<file path="src/rtl/alu_acc_seq.sv">
// alu_acc_seq: registered ALU with accumulator and start/done handshake.
// Optional shift-add multiply on op 111 when ALU_ACC_MUL_EN is defined.
`default_nettype none

module alu_acc_seq #(
    parameter int W     = 8,
    parameter int CNT_W = $clog2(W) + 1
) (
    input  logic         clk,
    input  logic         rst_n,
    input  logic         start,
    input  logic [2:0]   op,
    input  logic [W-1:0] a,
    input  logic [W-1:0] b,
    output logic         busy,
    output logic         done,
    output logic [W-1:0] result,
    output logic [W-1:0] result_hi,
    output logic [W-1:0] acc,
    output logic         carry,
    output logic         zero,
    output logic         neg,
    output logic         ovf,
    output logic         err
);

    typedef enum logic [1:0] {IDLE = 2'd0, EXEC = 2'd1, MUL = 2'd2} state_t;

    state_t       state_q, state_d;
    logic [2:0]   op_q, op_d;
    logic [W-1:0] a_q, a_d, b_q, b_d;
    logic         busy_q, busy_d, done_q, done_d;
    logic [W-1:0] result_q, result_d, result_hi_q, result_hi_d, acc_q, acc_d;
    logic         carry_q, carry_d, zero_q, zero_d, neg_q, neg_d;
    logic         ovf_q, ovf_d, err_q, err_d;
    logic         legal;

    logic [W:0]   add_w, sub_w, accadd_w;

    assign add_w    = {1'b0, a_q} + {1'b0, b_q};
    assign sub_w    = {1'b0, a_q} - {1'b0, b_q};
    assign accadd_w = {1'b0, acc_q} + {1'b0, a_q};

`ifdef ALU_ACC_MUL_EN
    logic [CNT_W-1:0] cnt_q, cnt_d;
    logic [W-1:0]     mhi_q, mhi_d, mlo_q, mlo_d;
    logic [W:0]       mstep_w;

    // One shift-add step: partial product in mhi, multiplier bits consumed from mlo.
    assign mstep_w = {1'b0, mhi_q} + (mlo_q[0] ? {1'b0, a_q} : {(W+1){1'b0}});
`endif

    always_comb begin
        state_d     = state_q;
        op_d        = op_q;
        a_d         = a_q;
        b_d         = b_q;
        busy_d      = busy_q;
        done_d      = 1'b0;
        result_d    = result_q;
        result_hi_d = result_hi_q;
        acc_d       = acc_q;
        carry_d     = carry_q;
        zero_d      = zero_q;
        neg_d       = neg_q;
        ovf_d       = ovf_q;
        err_d       = err_q;
        legal       = 1'b1;
`ifdef ALU_ACC_MUL_EN
        cnt_d       = cnt_q;
        mhi_d       = mhi_q;
        mlo_d       = mlo_q;
`endif
        case (state_q)
            IDLE: begin
                if (start) begin
                    op_d    = op;
                    a_d     = a;
                    b_d     = b;
                    busy_d  = 1'b1;
                    state_d = EXEC;
`ifdef ALU_ACC_MUL_EN
                    if (op == 3'b111) begin
                        state_d = MUL;
                        cnt_d   = '0;
                        mhi_d   = '0;
                        mlo_d   = b;
                    end
`endif
                end
            end
            MUL: begin
`ifdef ALU_ACC_MUL_EN
                mhi_d = mstep_w[W:1];
                mlo_d = {mstep_w[0], mlo_q[W-1:1]};
                cnt_d = cnt_q + 1'b1;
                if (cnt_q == CNT_W'(W - 1)) begin
                    state_d = EXEC;
                end
`else
                state_d = IDLE;
`endif
            end
            EXEC: begin
                state_d     = IDLE;
                busy_d      = 1'b0;
                done_d      = 1'b1;
                err_d       = 1'b0;
                carry_d     = 1'b0;
                ovf_d       = 1'b0;
                result_hi_d = '0;
                case (op_q)
                    3'b000: begin
                        result_d = add_w[W-1:0];
                        carry_d  = add_w[W];
                        ovf_d    = (a_q[W-1] == b_q[W-1]) && (add_w[W-1] != a_q[W-1]);
                    end
                    3'b001: begin
                        acc_d    = a_q;
                        result_d = a_q;
                    end
                    3'b010: begin
                        result_d = sub_w[W-1:0];
                        carry_d  = sub_w[W];
                        ovf_d    = (a_q[W-1] != b_q[W-1]) && (sub_w[W-1] != a_q[W-1]);
                    end
                    3'b011: begin
                        acc_d    = b_q;
                        result_d = b_q;
                    end
                    3'b100: begin
                        acc_d    = accadd_w[W-1:0];
                        result_d = accadd_w[W-1:0];
                        carry_d  = accadd_w[W];
                        ovf_d    = (acc_q[W-1] == a_q[W-1]) && (accadd_w[W-1] != acc_q[W-1]);
                    end
                    3'b101: result_d = a_q & b_q;
                    3'b110: result_d = a_q ^ b_q;
                    default: begin
`ifdef ALU_ACC_MUL_EN
                        result_d    = mlo_q;
                        result_hi_d = mhi_q;
                        ovf_d       = |mhi_q;
`else
                        // Illegal op: flag it and leave every other output as it was.
                        legal       = 1'b0;
                        err_d       = 1'b1;
                        carry_d     = carry_q;
                        ovf_d       = ovf_q;
                        result_hi_d = result_hi_q;
`endif
                    end
                endcase
                if (legal) begin
                    zero_d = (result_d == '0);
                    neg_d  = result_d[W-1];
                end
            end
            default: state_d = IDLE;
        endcase
    end

    always_ff @(posedge clk or negedge rst_n) begin
        if (!rst_n) begin
            state_q     <= IDLE;
            op_q        <= '0;
            a_q         <= '0;
            b_q         <= '0;
            busy_q      <= 1'b0;
            done_q      <= 1'b0;
            result_q    <= '0;
            result_hi_q <= '0;
            acc_q       <= '0;
            carry_q     <= 1'b0;
            zero_q      <= 1'b0;
            neg_q       <= 1'b0;
            ovf_q       <= 1'b0;
            err_q       <= 1'b0;
`ifdef ALU_ACC_MUL_EN
            cnt_q       <= '0;
            mhi_q       <= '0;
            mlo_q       <= '0;
`endif
        end else begin
            state_q     <= state_d;
            op_q        <= op_d;
            a_q         <= a_d;
            b_q         <= b_d;
            busy_q      <= busy_d;
            done_q      <= done_d;
            result_q    <= result_d;
            result_hi_q <= result_hi_d;
            acc_q       <= acc_d;
            carry_q     <= carry_d;
            zero_q      <= zero_d;
            neg_q       <= neg_d;
            ovf_q       <= ovf_d;
            err_q       <= err_d;
`ifdef ALU_ACC_MUL_EN
            cnt_q       <= cnt_d;
            mhi_q       <= mhi_d;
            mlo_q       <= mlo_d;
`endif
        end
    end

    assign busy      = busy_q;
    assign done      = done_q;
    assign result    = result_q;
    assign result_hi = result_hi_q;
    assign acc       = acc_q;
    assign carry     = carry_q;
    assign zero      = zero_q;
    assign neg       = neg_q;
    assign ovf       = ovf_q;
    assign err       = err_q;

endmodule

`default_nettype wire

</file>
<file path="config.mk">
export PLATFORM = sky130hd
export DESIGN_NAME = alu_acc_seq
export DESIGN_NICKNAME = d
export VERILOG_FILES = /design/src/rtl/alu_acc_seq.sv
export SDC_FILE = /design/constraint.sdc
export NUM_CORES = 1
export LEC_CHECK = 0
export ABC_AREA = 1
export CAP_MARGIN = 5
export CORE_MARGIN = 1.5
export CORE_UTILIZATION = 49
export DETAILED_ROUTE_END_ITERATION = 8
export PLACE_DENSITY = 0.83
export SLEW_MARGIN = 0
export SYNTH_ARGS = -nofsm -noshare
export SYNTH_HDL_FRONTEND = slang
export SYNTH_SLANG_ARGS = --single-unit
</file>
<file path="constraint.sdc">
create_clock -name clk -period 2.85 [get_ports clk]
set_clock_uncertainty 0.15 [all_clocks]
set_input_delay 0.57 -clock clk [delete_from_list [all_inputs] [get_ports clk]]
set_output_delay 0.57 -clock clk [all_outputs]
set_load 0.1 [all_outputs]
</file>
==> metrics.md, run 1 <==
| Metric | Value |
|---|---|
| CTS clk-pin slew, worst paths | 0.09 ns |
| Die area | between 7000 and 8000 um^2 |
| Most used cell along the critical path | nand2_1 |
| Final WL | roughly 9500 um |
| Post-Syn Instances | approximately 500 |
| Final hold viol count | 0 |
| Leakage | between 2 and 2.5 nW |
| Post-synth EDFFs | 0 |
| Post-Synth XOR/XNOR Area | 0.00256 |
| Commonest cells in the netlist | nand2_1 (157), inv_1 (59), nor2_1 (47) |
| CP startpoint | a_q[0] |
| Grt met1 use | 0.353 |
| Vias in the first global route | 3307 |
| # setup viols final | 0 |
| H-Tree Depth | 2 |
| Root Driver | clkbuf_8 |
| Post_cts resized | 0 |
| Max incr delay on CP | ~0.42 ns |
| # IOs | between 50 and 60 |
| Worst reg2reg endpoint | zero |
| Ys Warns | 0 |
| DR iter-0 viols | ~290 |
| Critical Path RT | approximately 3 ns |
| Remaining DRCs | 0 |
| Synth async-reset ratio | 1.00 |
| Max Freq | approximately 0.42 GHz |
| Worst Path Arrival | roughly 2.5 ns |
| CP Capture Point | zero |
| Synthesized area | about 3400 um^2 |
| Synth area leader | dfrtp_1 |
| Worst-Margin Slew | 0.990 ns |
| Post-route setup TNS | 0 ns |
| Overall power | about 3.8 mW |
| DR WL/cell | between 15 and 20 um |
| DRT antenna net count | 0 |
| Post-CTS setup buffers | 0 |
| CTS tree | done |
| First-pass GRT wire length | about 16000 um |
| Critical path cell sequence | inv_1, ha_1, fa_1, inv_1, nand2_1, nand2_1, nand3_1, nand3_1, nand2_1, nor2_1, nand2_1, nor2_1, nand2_1, nor2_1, nand2_1, nand2_1 |
| Max-cap violations | 0 |
| Final nets | around 600 |
| # diodes | 0 |
| Area delta synth->final | 14.1% |
| #FFs+latches synth | between 40 and 50 |
| PD cells | 966 nW/um^2 |
| Seq/Total Area, Yosys | 0.307 |
| Num CTS Buffers | 5 |
| Setup CP Type | flip-flop to flip-flop |
| Syn Area/Cell | 6.75 um^2 |
| # clock sinks | between 40 and 50 |
| Chip height | between 80 and 90 um |
| Complex-gate fraction of the synthesized area | 0.101 |
| Top Usage Layer GRT | met2 |
| Fraction of layout cells with a size suffix above 1 | 0.108 |
| Final Cycle Share | 0.837 |
| Via count | 3489 |
| Final WS setup | about 0.46 ns |
| Worst rel slew slack | 0.340 |
| CP Capture Type | flip-flop |
| Area share of the largest cell type after synthesis | 0.307 |
| Largest family of logic cells by synthesized area | simple AND/OR/NAND/NOR gates |
| Hold_buf cts | 0 |
| R2R depth | 16 |
| Outcome | completed |
| Clk Latency, worst-skew pair | 0.30 ns |
| GRT overflow | 0 |
| Top cells by area, synth | dfrtp_1 (31%), nand2_1 (17%), ha_1 (8.8%) |
| Initial antenna violation count | 0 |
| Avg Vias per Cell | approximately 5.6 |
| RSZ-0062 raised after global routing | no |
| Max-slew violation total from the final report | 0 |
| Simple-Gate Fraction of Synth Area | 0.362 |
| RR Startpoint | a_q[0] |
| Longest Clk Path Bufs | 2 |
| Crit-path slowest cell | dfrtp_1 |
| Cell with the most instances after synthesis | nand2_1 |
| Initial Utilization | 0.507 |
| Yosys cell types | 37 |
| Min-delay worst type | input pin to async pin |
| Post-Synth Adder-Cell Area | 0.105 |
| DR pass1 iterations | 5 |
| Dominant synthesized flop cell | dfrtp_1 |
| Mux share of post-synthesis cell area | 0.00292 |
| Total global-route track usage | 0.271 |
| Reg2reg setup slack | between 0.4 and 0.5 ns |
| CP top delay family | simple AND/OR/NAND/NOR gates |
| Met3 Track Usage GR | 0.0381 |
| Largest net degree at the start of global routing | 43 |
| RePlAce Congestion | 0.952 |
| Buffers & Inverters on Critical Path | 2 |
| Die width | about 87 um |
| Pre-CTS setup slack | between 0.5 and 0.6 ns |
| Met2 usage | 0.442 |
| HPWL Detailed | 7320 um |
| Critical Path Start Type | flip-flop |
| Std cell rows | 30 |
| VDD IR-drop max | ~0.00057 V |
| Critical path depth in cells | 16 |
| Core ar. | approximately 6800 um^2 |
| Crit path time final | approximately 2.4 ns |
| Crit Path Max Fanout | 5 |
| Port buffer count | 44 |
cell usage in the layout (no fill, tap or decap), drive strengths merged, types with 3 or more instances in the layout:
cell type / n
nand3: 49
o21ai: 33
nand2: 162
inv: 69
clkbuf: 7
a21oi: 24
fa: 3
nand4: 8
conb: 8
buf: 25
clkdlybuf4s50: 20
nor2: 51
dfrtp: 42
ha: 24
o22ai: 5
nor3: 3
or2: 3
nand3b: 4
flip-flops by register name (all words and copies together), names as in the netlist, 3 cells and up:
register / cells
a_q: 8
acc: 8
b_q: 8
result: 8
op_q: 3
routing by layer:
| layer | share of wire | wire, um | vias up |
|---|---|---|---|
| met5 | 0 | 0 | - |
| met4 | 0.039 | 366 | 0 |
| met3 | 0.060 | 572 | 31 |
| met2 | 0.47 | 4470 | 160 |
| met1 | 0.43 | 4080 | 1618 |
| li1 | - | - | 1680 |
where the power goes:
part	total, mW	internal, mW	switching, mW
Combinational	2.36	0.594	1.77
Sequential	0.930	0.752	0.178
Clock	0.480	0.263	0.218
Total	3.77	1.61	2.16
worst min-delay path by stage:
| stage | from | cells past startpoint | slack [ns] | to |
|---|---|---|---|---|
| global route | rst_n | 1 | 0.36 | a_q[4] |
| detailed placement | carry | 2 | 0.32 | carry |
| CTS | rst_n | 1 | 0.31 | op_q[1] |
| finish | rst_n | 1 | 0.28 | op_q[1] |
| global placement | carry | 2 | 0.32 | carry |
| floorplan | rst_n | 0 | 0.12 | a_q[0] |
area by class of cell:
cell class / count / area (um^2)
fill: 650 / 2850
multi-input combinational: 383 / 1990
sequential: 42 / 1050
timing repair buffer: 45 / 385
inverter: 70 / 268
tap: 80 / 100
clock buffer: 7 / 76.3
clock inverter: 1 / 30.0
logic make-up after synthesis:
kind of cell    after synthesis
simple gates                280
other cells                   1
mux                           1
buf+inv                      89
xor+xnor                      1
compound gates               66
flops                        42
fa+ha+maj                    27
metrics by stage:
| step | utilization | instances | hold slack, ns | instance area, um^2 |
|---|---|---|---|---|
| floorplan | - | 514 | 0.124 | 3450 |
| global placement | 0.562 | 620 | 0.319 | 3800 |
| detailed placement | 0.562 | 620 | 0.322 | 3800 |
| CTS | 0.578 | 628 | 0.310 | 3910 |
| global route | 0.578 | 628 | 0.361 | 3910 |
| finish | 0.578 | 628 | 0.280 | 3910 |
No activity file was read; power rests on OpenSTA's default activity.
==> run 2, diff against run 1 <==
Settings changed: PLACE_DENSITY 0.83 to 0.86.
Clock period 2.85 ns to 2.1 ns, I/O delays scaled along.
==> metrics.md, run 2 (synthesis gave the netlist of run 1 again) <==
| Metric | Value |
|---|---|
| H-Tree Depth | 2 (unchanged) |
| Total global-route track usage | 0.299 (was 0.271) |
| Outcome | finished with violations (was completed) |
| Failing checks | negative setup slack |
| Crit-path slowest cell | fa_2 (was dfrtp_1) |
| Critical path cell sequence | inv_2, ha_4, fa_2, inv_2, nand3_2, nand2_1, nor2_1, nand3_1, nor2_1, nand2_1, nor2_1, nand2_1, nor2_1, nand2_1, nand2_1 (was inv_1, ha_1, fa_1, inv_1, nand2_1, nand2_1, nand3_1, nand3_1, nand2_1, nor2_1, nand2_1, nor2_1, nand2_1, nor2_1, nand2_1, nand2_1) |
| Max Freq | 0.447 GHz (was 0.419 GHz) |
| Finished Layout Cells | 700 (was 628) |
| Final WS setup | -0.137 ns (was 0.464 ns) |
| RSZ-0062 raised after global routing | yes (was no) |
| DR pass1 iterations | 5 (unchanged) |
| Initial antenna violation count | 0 (unchanged) |
| Critical Path Start Type | flip-flop (unchanged) |
| Die area | 7500 um^2 (unchanged) |
| Leakage | 2.52 nW (was 2.09 nW) |
| Port buffer count | 44 (unchanged) |
| Longest Clk Path Bufs | 2 (unchanged) |
| Setup CP Type | flip-flop to flip-flop (unchanged) |
| Worst Path Arrival | 2.34 ns (was 2.48 ns) |
| CP top delay family | simple AND/OR/NAND/NOR gates (unchanged) |
| CP Capture Type | flip-flop (unchanged) |
| Final nets | 668 (was 596) |
| DP Cell Count | 683 (was 620) |
| PD cells | 1300 nW/um^2 (was 966 nW/um^2) |
| CTS clk-pin slew, worst paths | 0.09 ns (about the same) |
| Buffers & Inverters on Critical Path | 2 (unchanged) |
| Chip height | 86.6 um (unchanged) |
| CTS tree | done (unchanged) |
| VDD IR-drop max | 0.000902 V (was 0.000574 V) |
| GRT overflow | 0 (unchanged) |
| Vias in the first global route | 3714 (was 3307) |
| # diodes | 0 (unchanged) |
| Clk Latency, worst-skew pair | 0.30 ns (about the same) |
| RePlAce Congestion | 0.956 (was 0.952) |
| Crit path time final | 2.24 ns (was 2.39 ns) |
| DRT antenna net count | 0 (unchanged) |
| Crit Path Max Fanout | 5 (unchanged) |
| Via count | 3801 (was 3489) |
| Pre-CTS setup slack | -0.258 ns (was 0.507 ns) |
| Critical Path RT | 2.20 ns (was 2.95 ns) |
| Max-slew violation total from the final report | 0 (unchanged) |
| # clock sinks | 42 (unchanged) |
| Remaining DRCs | 0 (unchanged) |
| DR WL/cell | 15.9 um (was 15.1 um) |
| First-pass GRT wire length | 17500 um (was 15700 um) |
| Final hold viol count | 0 (unchanged) |
| Min-delay worst type | flip-flop to flip-flop (was input pin to async pin) |
| Final WL | 11100 um (was 9490 um) |
| Hold Slack | 0.347 ns (was 0.280 ns) |
| Most used cell along the critical path | nand2_1 (unchanged) |
| Final Cycle Share | 1.07 (was 0.837) |
| HPWL Detailed | 8220 um (was 7320 um) |
| Commonest non-fill, non-tap cell in the layout | nand2_1 (unchanged) |
| Max-cap violations | 0 (unchanged) |
| Initial Utilization | 0.507 (unchanged) |
| Die width | 86.6 um (unchanged) |
| Fraction of layout cells with a size suffix above 1 | 0.348 (was 0.108) |
| Num CTS Buffers | 5 (unchanged) |
| Area delta synth->final | 47.9% (was 14.1%) |
| Worst-Margin Slew | 0.633 ns (was 0.990 ns) |
| Core ar. | 6760 um^2 (unchanged) |
| Avg Vias per Cell | 5.43 (was 5.56) |
| Root Driver | clkbuf_8 (unchanged) |
| Max incr delay on CP | 0.52 ns (was 0.42 ns) |
| Std cell rows | 30 (unchanged) |
| Worst rel slew slack | 0.578 (was 0.340) |
| Largest net degree at the start of global routing | 26 (was 43) |
| Most frequent cells in the layout | nand2_1 (138), buf_4 (76), inv_1 (49) (was nand2_1 (157), inv_1 (59), nor2_1 (47)) |
| DR iter-0 viols | 289 (was 286) |
| # setup viols final | 4 (was 0) |
| # IOs | 53 (unchanged) |
[run 2: cell types whose count changed in the layout (fill, tap and decap cells not counted), sizes merged]
cell and delta:
clkinvlp +2, clkbuf -2, buf +71, dlygate4sd3 +1
[run 2: final timing paths]
path	start	end	slack, ns	cells past startpoint
min in group asynchronous	rst_n	result[0]	0.52	2
hold / removal	result[4]	result[4]	0.35	2
setup reg to reg	a_q[0]	zero	-0.14	15
hold reg to reg	result[4]	result[4]	0.35	2
max in group asynchronous	rst_n	acc[7]	0.59	3
setup / recovery	a_q[0]	zero	-0.14	15
[run 2: metal layers]
metal / share of wire / vias up / global-route usage
met2: 0.48 / 164 / 0.509
li1: - / 1819 / -
met3: 0.066 / 16 / 0.0505
met1: 0.44 / 1802 / 0.393
met4: 0.014 / 0 / 0.0806
met5: 0 / - / 0
[run 2: layout make-up]
cell class | instances | area [um^2]
tap | 80 | 100
inverter | 70 | 268
fill | 521 | 1690
clock buffer | 5 | 68.8
clock inverter | 3 | 45.0
multi-input combinational | 383 | 2340
timing repair buffer | 117 | 1160
sequential | 42 | 1080
[run 2: through the flow]
| step | area, um^2 | utilization | power [mW] | TNS [ns] |
|---|---|---|---|---|
| after global routing | 5060 | 0.749 | 6.89 | -1.11 |
| after detailed placement | 4600 | 0.681 | 5.45 | -1.20 |
| after CTS | 4830 | 0.715 | 6.23 | -0.153 |
| after global placement | 4600 | 0.681 | 5.37 | -0.613 |
| final | 5060 | 0.749 | 6.56 | -0.275 |
| after floorplan | 3560 | - | 3.91 | -0.0582 |
[run 2: worst register-to-register path: cells and delay by family, from the launching register on]
family / cells / cell delay, ns
simple gates: 11 / 0.78
fa+ha+maj: 2 / 0.69
flops: 1 / 0.46
buf+inv: 2 / 0.12
[run 2: where the power goes]
group	total [mW]	switching [mW]	internal, mW
sequential	1.35	0.282	1.07
combinational	4.53	2.79	1.74
clock	0.680	0.325	0.354
total	6.56	3.40	3.16
[run 2: timing repair]
action,CTS,global route
resized for setup,22,59
endpoints found under the hold margin,6,0
hold buffers,1,0
endpoints found under the setup margin,10,13
setup buffers,3,5
pin swaps,6,18
==> run 3, diff against run 2 <==
Settings changed: HOLD_SLACK_MARGIN set to 0.12, SKIP_CTS_REPAIR_TIMING set to 1.
==> metrics.md, run 3 (synthesis gave the netlist of run 1 again) <==
| Metric | Value |
|---|---|
| Initial antenna violation count | 0 (unchanged) |
| Critical Path RT | 2.16 ns (was 2.20 ns) |
| Die area | 7500 um^2 (unchanged) |
| Max incr delay on CP | 0.43 ns (was 0.52 ns) |
| Final nets | 668 (unchanged) |
| DR pass1 iterations | 6 (was 5) |
| RSZ-0062 raised after global routing | yes (unchanged) |
| Remaining DRCs | 0 (unchanged) |
| Reg2reg setup slack | -0.13 ns (was -0.14 ns) |
| Max-cap violations | 0 (unchanged) |
| Final WS setup | -0.133 ns (was -0.137 ns) |
| Num CTS Buffers | 5 (unchanged) |
| DR WL/cell | 15.7 um (was 15.9 um) |
| Root Driver | clkbuf_8 (unchanged) |
| Final hold viol count | 0 (unchanged) |
| Min-delay worst type | flip-flop to flip-flop (unchanged) |
| Chip height | 86.6 um (unchanged) |
| Worst-Margin Slew | 0.626 ns (was 0.633 ns) |
| Commonest non-fill, non-tap cell in the layout | nand2_1 (unchanged) |
| Critical path cell sequence | buf_6, ha_4, buf_6, buf_4, a21oi_1, nand3_1, nand2_2, nand3_2, nand2_2, inv_2, nand3_1, nor2_1, nand2_1, nand2_1 (was inv_2, ha_4, fa_2, inv_2, nand3_2, nand2_1, nor2_1, nand3_1, nor2_1, nand2_1, nor2_1, nand2_1, nor2_1, nand2_1, nand2_1) |
| # IOs | 53 (unchanged) |
| Total global-route track usage | 0.292 (was 0.299) |
| Crit Path Max Fanout | 3 (was 5) |
| # diodes | 0 (unchanged) |
| Failing checks | negative setup slack (unchanged) |
| RR Startpoint | a_q[5] (was a_q[0]) |
| Largest net degree at the start of global routing | 26 (unchanged) |
| Outcome | finished with violations (unchanged) |
| Max-slew violation total from the final report | 0 (unchanged) |
| Avg Vias per Cell | 5.38 (was 5.43) |
| Initial Utilization | 0.507 (unchanged) |
| HPWL Detailed | 8220 um (unchanged) |
| DRT antenna net count | 0 (unchanged) |
| Clk Latency, worst-skew pair | 0.30 ns (about the same) |
| # clock sinks | 42 (unchanged) |
| Crit-path slowest cell | dfrtp_1 (was fa_2) |
| Worst Path Arrival | 2.29 ns (was 2.34 ns) |
| Via count | 3765 (was 3801) |
| PD cells | 1300 nW/um^2 (about the same) |
| CP startpoint | a_q[5] (was a_q[0]) |
| Longest Clk Path Bufs | 2 (unchanged) |
| Worst rel slew slack | 0.583 (was 0.578) |
| Std cell rows | 30 (unchanged) |
| # setup viols final | 4 (unchanged) |
| Die width | 86.6 um (unchanged) |
| Core ar. | 6760 um^2 (unchanged) |
| Area delta synth->final | 49.3% (was 47.9%) |
| Vias in the first global route | 3643 (was 3714) |
| RePlAce Congestion | 0.956 (unchanged) |
| Worst hold start | result[4] (unchanged) |
| VDD IR-drop max | 0.000886 V (was 0.000902 V) |
| Post-route setup TNS | -0.243 ns (was -0.275 ns) |
| Port buffer count | 44 (unchanged) |
| CTS clk-pin slew, worst paths | 0.10 ns (was 0.09 ns) |
| Final core occ | 0.756 (was 0.749) |
| Max Freq | 0.448 GHz (was 0.447 GHz) |
| GRT overflow | 0 (unchanged) |
| Setup CP Type | flip-flop to flip-flop (unchanged) |
| Overall power | 6.64 mW (was 6.56 mW) |
| Fill count | 516 (was 521) |
| DR iter-0 viols | 343 (was 289) |
| Most frequent cells in the layout | nand2_1 (132), buf_4 (67), inv_1 (48) (was nand2_1 (138), buf_4 (76), inv_1 (49)) |
| CTS tree | done (unchanged) |
| Final WL | 11000 um (was 11100 um) |
| Crit path time final | 2.23 ns (was 2.24 ns) |
| CP Capture Type | flip-flop (unchanged) |
| Fraction of layout cells with a size suffix above 1 | 0.366 (was 0.348) |
| Final Cycle Share | 1.06 (was 1.07) |
| H-Tree Depth | 2 (unchanged) |
| First-pass GRT wire length | 17100 um (was 17500 um) |
| Critical Path Start Type | flip-flop (unchanged) |
| Leakage | 2.54 nW (was 2.52 nW) |
[run 3: changes by cell type in the layout (fill, tap and decap cells not counted), moves of 3 or more]
cell / previous run / this run
a21oi_2: 4 / 7
buf_4: 76 / 67
ha_4: 14 / 11
buf_6: 1 / 10
nor2_1: 40 / 37
a21oi_1: 19 / 16
nand2_1: 138 / 132
nand2_2: 23 / 27
[run 3: worst max-delay path: cells and delay by family, from the launching register on]
kind / cells / cell delay, ns
DFF: 1 / 0.43
adders and majority gates: 1 / 0.23
AOI/OAI and AO/OA: 1 / 0.23
and+or+nand+nor: 8 / 0.66
buffers and inverters: 4 / 0.43
[run 3: per-layer routing]
| layer | vias to the layer above | share of wire | GRT usage |
|---|---|---|---|
| li1 | 1827 | - | - |
| met1 | 1780 | 0.44 | 0.395 |
| met2 | 136 | 0.49 | 0.495 |
| met3 | 22 | 0.061 | 0.0419 |
| met4 | 0 | 0.016 | 0.0660 |
| met5 | - | 0 | 0 |
[run 3: area by class of cell]
type,instances,area (um^2),share of cell area
clock inverter,3,45.0,0.00881
timing repair buffer,117,1190,0.233
sequential,42,1090,0.212
multi-input combinational,383,2350,0.460
clock buffer,5,68.8,0.0135
tap,80,100,0.0196
inverter,70,268,0.0524
[run 3: metrics by stage]
step	setup slack (ns)	hold WS [ns]	std cells	cell area, um^2
3_5_place_dp	-0.258	0.317	683	4600
6_report	-0.133	0.350	700	5110
3_3_place_gp	-0.159	0.316	683	4600
4_1_cts	-0.264	-0.00269	691	4720
5_1_grt	-0.251	0.382	700	5110
2_1_floorplan	-0.0582	-0.0256	514	3560
[run 3: power breakdown]
part           total (mW)  internal [mW]  switching, mW
clock network       0.682          0.354          0.328
registers            1.35           1.07          0.276
logic                4.61           1.79           2.82
[run 3: path summary, 6_finish.rpt]
kind / to / cells past startpoint
max in group asynchronous: acc[7] / 3
max: zero / 14
max reg2reg: zero / 14
min: result[4] / 2
min reg2reg: result[4] / 2
min in group asynchronous: result[0] / 2
